**src/rtl/multicycle_ctrl_pkg.sv**
```systemverilog
// Shared control definitions for the RV32I multicycle core: FSM states, opcodes,
// datapath select encodings and the decoded control-word struct.
package multicycle_ctrl_pkg;

  typedef enum logic [3:0] {
    S_START, S_FETCH, S_DECODE, S_EXEC_R, S_EXEC_I, S_EXEC_LUI, S_ALU_WB,
    S_MEM_ADDR, S_MEM_READ, S_MEM_WB, S_MEM_WRITE, S_BRANCH, S_JUMP, S_HALT
  } ctrl_state_t;

  localparam logic [6:0] OP_R      = 7'b0110011;
  localparam logic [6:0] OP_I      = 7'b0010011;
  localparam logic [6:0] OP_LUI    = 7'b0110111;
  localparam logic [6:0] OP_LOAD   = 7'b0000011;
  localparam logic [6:0] OP_STORE  = 7'b0100011;
  localparam logic [6:0] OP_BRANCH = 7'b1100011;
  localparam logic [6:0] OP_JAL    = 7'b1101111;

  localparam logic [2:0] F3_BEQ = 3'b000;
  localparam logic [2:0] F3_BNE = 3'b001;

  typedef enum logic [1:0] {A_RS1 = 2'd0, A_PC = 2'd1, A_ZERO = 2'd2} alu_a_sel_t;
  typedef enum logic [1:0] {B_RS2 = 2'd0, B_IMM = 2'd1, B_FOUR = 2'd2} alu_b_sel_t;
  typedef enum logic [1:0] {ALU_ADD = 2'd0, ALU_FUNCT = 2'd1, ALU_SUB = 2'd2} alu_op_t;
  typedef enum logic [1:0] {WB_ALU = 2'd0, WB_MEM = 2'd1, WB_PC = 2'd2} wb_sel_t;

  typedef struct packed {
    alu_a_sel_t a;
    alu_b_sel_t b;
    alu_op_t    op;
  } alu_sel_t;

  typedef struct packed {
    logic     pc_en;
    logic     pc_src;
    logic     ir_en;
    logic     regfile_wr_en;
    wb_sel_t  wb_sel;
    logic     mem_req;
    logic     mem_we;
    logic     addr_sel;
    alu_sel_t alu;
    logic     halted;
  } ctrl_out_t;

  function automatic ctrl_state_t decode_next(input logic [6:0] op);
    case (op)
      OP_R:               return S_EXEC_R;
      OP_I:               return S_EXEC_I;
      OP_LUI:             return S_EXEC_LUI;
      OP_LOAD, OP_STORE:  return S_MEM_ADDR;
      OP_BRANCH:          return S_BRANCH;
      OP_JAL:             return S_JUMP;
      default:            return S_HALT;
    endcase
  endfunction

endpackage

```
**src/rtl/multicycle_ctrl_register.sv**
```systemverilog
// Plain enabled register with asynchronous active-high clear.
module multicycle_ctrl_register #(
  parameter int WIDTH = 32
) (
  input  logic             clk,
  input  logic             rst,
  input  logic             en_i,
  input  logic [WIDTH-1:0] d_i,
  output logic [WIDTH-1:0] q_o
);

  always_ff @(posedge clk or posedge rst) begin
    if (rst) begin
      q_o <= '0;
    end else if (en_i) begin
      q_o <= d_i;
    end
  end

endmodule

```
**src/rtl/multicycle_ctrl.sv**
```systemverilog
// Multicycle RV32I control FSM: Moore outputs per state, Mealy FETCH-exit enables on mem_ready.
// Memory waits hold the request stable; reset drops any outstanding request at once.
module multicycle_ctrl
  import multicycle_ctrl_pkg::*;
#(
  parameter int WIDTH = 32
) (
  input  logic             clk,
  input  logic             rst,
  input  logic [6:0]       opcode,
  input  logic [2:0]       funct3,
  input  logic             alu_zero,
  input  logic             mem_ready,
  output logic             pc_en,
  output logic             pc_src,
  output logic             ir_en,
  output logic             regfile_wr_en,
  output logic [1:0]       wb_sel,
  output logic             mem_req,
  output logic             mem_we,
  output logic             addr_sel,
  output logic [1:0]       alu_a_sel,
  output logic [1:0]       alu_b_sel,
  output logic [1:0]       alu_op,
  output logic             halted,
  output logic [WIDTH-1:0] instret
);

  ctrl_state_t state_q, state_d;
  alu_sel_t    exec_sel_q;
  ctrl_out_t   ctrl;
  logic        br_known;
  logic        br_taken;
  logic        retire;

  assign br_known = (funct3 == F3_BEQ) || (funct3 == F3_BNE);
  assign br_taken = (funct3 == F3_BEQ) ? alu_zero : !alu_zero;

  always_ff @(posedge clk or posedge rst) begin
    if (rst) begin
      state_q <= S_START;
    end else begin
      state_q <= state_d;
    end
  end

  always_comb begin
    state_d = state_q;
    case (state_q)
      S_START:     state_d = S_FETCH;
      S_FETCH:     if (mem_ready) state_d = S_DECODE;
      S_DECODE:    state_d = decode_next(opcode);
      S_EXEC_R,
      S_EXEC_I,
      S_EXEC_LUI:  state_d = S_ALU_WB;
      S_ALU_WB:    state_d = S_FETCH;
      S_MEM_ADDR:  state_d = (opcode == OP_LOAD) ? S_MEM_READ : S_MEM_WRITE;
      S_MEM_READ:  if (mem_ready) state_d = S_MEM_WB;
      S_MEM_WB:    state_d = S_FETCH;
      S_MEM_WRITE: if (mem_ready) state_d = S_FETCH;
      S_BRANCH:    state_d = br_known ? S_FETCH : S_HALT;
      S_JUMP:      state_d = S_FETCH;
      S_HALT:      state_d = S_HALT;
      default:     state_d = S_HALT;
    endcase
  end

  always_comb begin
    ctrl = '0;
    case (state_q)
      S_FETCH: begin
        ctrl.mem_req = 1'b1;
        if (mem_ready) begin
          ctrl.ir_en  = 1'b1;
          ctrl.pc_en  = 1'b1;
          ctrl.alu.a  = A_PC;
          ctrl.alu.b  = B_FOUR;
          ctrl.alu.op = ALU_ADD;
        end
      end
      S_DECODE: begin
        ctrl.alu.a  = A_PC;
        ctrl.alu.b  = B_IMM;
        ctrl.alu.op = ALU_ADD;
      end
      S_EXEC_R: begin
        ctrl.alu.a  = A_RS1;
        ctrl.alu.b  = B_RS2;
        ctrl.alu.op = ALU_FUNCT;
      end
      S_EXEC_I: begin
        ctrl.alu.a  = A_RS1;
        ctrl.alu.b  = B_IMM;
        ctrl.alu.op = ALU_FUNCT;
      end
      S_EXEC_LUI: begin
        ctrl.alu.a  = A_ZERO;
        ctrl.alu.b  = B_IMM;
        ctrl.alu.op = ALU_ADD;
      end
      S_ALU_WB: begin
        ctrl.regfile_wr_en = 1'b1;
        ctrl.wb_sel        = WB_ALU;
        ctrl.alu           = exec_sel_q;
      end
      S_MEM_ADDR: begin
        ctrl.alu.a  = A_RS1;
        ctrl.alu.b  = B_IMM;
        ctrl.alu.op = ALU_ADD;
      end
      S_MEM_READ: begin
        ctrl.mem_req  = 1'b1;
        ctrl.addr_sel = 1'b1;
      end
      S_MEM_WB: begin
        ctrl.regfile_wr_en = 1'b1;
        ctrl.wb_sel        = WB_MEM;
      end
      S_MEM_WRITE: begin
        ctrl.mem_req  = 1'b1;
        ctrl.mem_we   = 1'b1;
        ctrl.addr_sel = 1'b1;
      end
      S_BRANCH: begin
        ctrl.alu.a  = A_RS1;
        ctrl.alu.b  = B_RS2;
        ctrl.alu.op = ALU_SUB;
        if (br_known && br_taken) begin
          ctrl.pc_en  = 1'b1;
          ctrl.pc_src = 1'b1;
        end
      end
      S_JUMP: begin
        ctrl.regfile_wr_en = 1'b1;
        ctrl.wb_sel        = WB_PC;
        ctrl.pc_en         = 1'b1;
        ctrl.pc_src        = 1'b1;
      end
      S_HALT:  ctrl.halted = 1'b1;
      default: ctrl = '0;
    endcase
  end

  // ALU_WB keeps driving the operand selects chosen by whichever EXEC state preceded it.
  always_ff @(posedge clk or posedge rst) begin
    if (rst) begin
      exec_sel_q <= '0;
    end else if (state_q == S_EXEC_R || state_q == S_EXEC_I || state_q == S_EXEC_LUI) begin
      exec_sel_q <= ctrl.alu;
    end
  end

  assign retire = (state_d == S_FETCH) && (state_q != S_FETCH) && (state_q != S_START);

  multicycle_ctrl_register #(.WIDTH(WIDTH)) u_instret (
    .clk  (clk),
    .rst  (rst),
    .en_i (retire),
    .d_i  (instret + {{(WIDTH-1){1'b0}}, 1'b1}),
    .q_o  (instret)
  );

  assign pc_en         = ctrl.pc_en;
  assign pc_src        = ctrl.pc_src;
  assign ir_en         = ctrl.ir_en;
  assign regfile_wr_en = ctrl.regfile_wr_en;
  assign wb_sel        = ctrl.wb_sel;
  assign mem_req       = ctrl.mem_req;
  assign mem_we        = ctrl.mem_we;
  assign addr_sel      = ctrl.addr_sel;
  assign alu_a_sel     = ctrl.alu.a;
  assign alu_b_sel     = ctrl.alu.b;
  assign alu_op        = ctrl.alu.op;
  assign halted        = ctrl.halted;

endmodule

```
**config.mk**
```make
export PLATFORM = sky130hd
export DESIGN_NAME = multicycle_ctrl
export DESIGN_NICKNAME = d
export VERILOG_FILES = /design/src/rtl/multicycle_ctrl_pkg.sv /design/src/rtl/multicycle_ctrl_register.sv /design/src/rtl/multicycle_ctrl.sv
export SDC_FILE = /design/constraint.sdc
export NUM_CORES = 1
export LEC_CHECK = 0
export BUFFER_PORTS_ARGS = -buffer_cell sky130_fd_sc_hd__buf_2
export CORE_ASPECT_RATIO = 0.75
export CORE_MARGIN = 5
export CORE_UTILIZATION = 25
export CTS_CLUSTER_SIZE = 24
export DETAILED_ROUTE_END_ITERATION = 10
export GPL_ROUTABILITY_DRIVEN = 0
export SLEW_MARGIN = 20
export SYNTH_ARGS = -nofsm -noshare
export SYNTH_HDL_FRONTEND = slang
export SYNTH_HIERARCHICAL = 1
export SYNTH_SLANG_ARGS = --single-unit
```
**constraint.sdc**
```tcl
create_clock -name clk -period 6.2 [get_ports clk]
set_input_delay 0.31 -clock clk [delete_from_list [all_inputs] [get_ports clk]]
set_output_delay 0.31 -clock clk [all_outputs]
set_load 0.005 [all_outputs]
```
==> reports/results.md <==
- mean routed wirelength per cell: 14.2 um
- clock input transition at the sequential cells of the worst setup and hold paths: 0.06 ns
- worst stage delay on the critical path: 0.78 ns
- die boundary height: 103 um
- Slew HR: 54.2%
- Worst Path Class, Setup: flip-flop to flip-flop
- ordered cell list for the critical path: nor2b_1 > nand2_2 > nand4b_1 > a211o_1 > nor4bb_4 > buf_4 > mux2_2
- I/O pin cnt: 62
- Post-Layout Inst Area: 0.00341 mm2
- final-layout fill cell count: 1,145
- number of antenna repair diodes: 0
- Critical Path Sink Type: flip-flop
- Hold Fails Final Rpt: 0
- buffer depth of the longest clock path: 2
- PwrDens: 365 mW/mm2
- Overall Power: 1.24 mW
- startpoint of the most critical register-to-register path: state_q[0]
- leakage power of the design: 1.61 nW
- cell type with the highest aggregate area in the netlist: sky130_fd_sc_hd__dfrtp_1
- Post-synth EDFFs: 0
- slowest stage cell on the critical path: sky130_fd_sc_hd__dfrtp_1
- first-pass GRT wire length: 11.0 mm
- synthesized cell area: 0.00286 mm2
- Final nets: 346
- worst setup slack after layout: 3.23 ns
- syn nets: 287
- total count of max-transition violations in the final report: 0
- DP Wirelength: 5.03 mm
- number of cells in the finished layout apart from fillers: 472
- synthesized instance count: 272
- top fanout value on the critical path: 32
- commonest non-fill, non-tap cells in the layout: sky130_fd_sc_hd__buf_2, sky130_fd_sc_hd__dfrtp_1, sky130_fd_sc_hd__mux2_4, sky130_fd_sc_hd__xnor2_1, sky130_fd_sc_hd__nand2_1
- Initial DRT Pass Iterations: 4
- Post-synth ARST share: 100%
- Clock Sink Count: 42
- Skew-Pair Late Insertion Delay: 0.28 ns
- via density per instance: 4.71
- Layout Utilization: 30.8%
- cell type group with the largest total delay on the critical path: flip-flops
- #FFs+latches synth: 42
- post-route setup TNS: 0 ns
- Initial DRC Count: 158
- Port-buffer cells: 61
- Worst setup SP type: flip-flop
- die area: 0.0137 mm2
- post-synthesis cell type count: 48
- type of the worst min-delay path: primary input to async pin
- buffers and inverters on the worst path: 1
- Area Growth Syn to Fin: 19.4%
- number of global-route vias before repair: 2,077
- outcome: finished clean
- Post-Route WL: 6.70 mm
- top cells by area, synth: sky130_fd_sc_hd__dfrtp_1, sky130_fd_sc_hd__mux2_4, sky130_fd_sc_hd__xnor2_1
- Register-to-Register Setup Slack: 3.23 ns
- number of buffers created by CTS: 5
- cts-stage hold buffer count: 0
- area share of the largest cell type after synthesis: 36.8%
- pin count of the biggest net entering global routing: 33
- unrepaired setup endpoints after global routing: false
- data required time of the critical path: 6.37 ns
- final worst hold slack: 0.0107 ns
- number of cell rows: 33
- setup fix buffers added after clock tree synthesis: 0
- overall overflow remaining after global route: 0
- die width: 133 um
- initial core utilization: 25.8%
- Tcrit/Tclk final: 47.8%
- R2R cell count: 7
- placement-stage cell area: 0.00326 mm2
- routed vias: 2,222
- arrival time worst endpoint: 3.13 ns
- Final Skew: 0.00359 ns
- pre-CTS setup slack: 3.29 ns
- count of final setup violators: 0
- antenna violations before repair: 0
- most common flop cell mapped by yosys: sky130_fd_sc_hd__dfrtp_1
- max-cap viol count: 0
- total DRC errors in the routed layout: 0
- global-route usage over all layers: 9.97%
- post_cts resized: 0
- Ys Warns: 6
- ratio of cells with drive above 1 in the final layout: 36.1%
- post-layout minimum cycle time: 2.97 ns
- Placed Cells incl. Taps: 464
- Floorplan Core Area: 0.0111 mm2
- leading cell type in the layout, fill and taps excluded: sky130_fd_sc_hd__buf_2
- reg-to-reg critical path endpoint: u_instret/q_o[11]
- max frequency: 0.337 GHz
- Avg Synthesized Cell Area: 10.5 um2
- post-detailed-route count of antenna-violating nets: 0
- share of synthesized area occupied by flip-flops and latches: 36.8%
- worst supply voltage drop on vdd: 222 uV
- slew at the pin closest to its max-slew limit: 0.688 ns
- CTS tree: built
- CTS Root Buffer Type: sky130_fd_sc_hd__clkbuf_16
- htree depth: 2
worst max path at each step:
stage	start	end	slack (ns)	depth (start not counted)
2_1_floorplan	state_q[1]	u_instret/q_o[0]	4.04	9
3_3_place_gp	state_q[0]	u_instret/q_o[11]	3.39	7
3_5_place_dp	state_q[0]	u_instret/q_o[11]	3.29	7
4_1_cts	state_q[0]	u_instret/q_o[11]	3.27	7
5_1_grt	state_q[0]	u_instret/q_o[11]	3.03	7
6_report	state_q[0]	u_instret/q_o[11]	3.23	7
cell usage after synthesis, types with 6 or more instances:
cell,n
sky130_fd_sc_hd__inv_1,7
sky130_fd_sc_hd__mux2_4,30
sky130_fd_sc_hd__a21oi_1,12
sky130_fd_sc_hd__nor2b_1,9
sky130_fd_sc_hd__buf_2,6
sky130_fd_sc_hd__nor2_1,18
sky130_fd_sc_hd__o21ai_0,12
sky130_fd_sc_hd__xnor2_1,25
sky130_fd_sc_hd__xor2_1,7
sky130_fd_sc_hd__dfrtp_1,42
sky130_fd_sc_hd__nand3_1,19
sky130_fd_sc_hd__nand2_1,20
registers in the layout, summed over array words and instances, names as in the netlist:
signal / cells
exec_sel_q: 6
state_q: 4
u_instret/q_o: 32
cell type report:
class | instances | area (um2) | share of cell area, %
Multi-Input combinational cell | 211 | 1690 | 49.4
Inverter | 8 | 30.0 | 0.880
Clock buffer | 7 | 143 | 4.18
Tap cell | 140 | 175 | 5.14
Timing Repair Buffer | 63 | 320 | 9.39
Sequential cell | 42 | 1050 | 30.8
Clock inverter | 1 | 5.00 | 0.147
metal layers:
layer / wire length [um] / GRT usage [%] / part of all wire [%] / up-vias
li1: - / - / - / 1080
met2: 2850 / 14.2 / 42 / 77
met4: 99 / 3.08 / 1.5 / 0
met1: 3300 / 14.4 / 49 / 1059
met3: 455 / 3.22 / 6.8 / 6
met5: 0 / 0 / 0 / -
cell families (layout without fill, tap and decap cells):
kind of cell	after synthesis	count (layout)	share of synthesized area [%]
fa+ha+maj	2	2	0.788
buf+inv	19	79	4.73
flops	42	42	36.8
simple gates	107	107	23.3
compound gates	36	36	7.22
xor+xnor	32	32	9.81
mux	34	34	17.3
power by group:
part | switching [mW] | internal (mW) | total (mW)
registers | 0.0990 | 0.314 | 0.413
logic | 0.297 | 0.272 | 0.569
clock network | 0.102 | 0.160 | 0.262
Note: power is estimated with default switching activity, not from simulation.
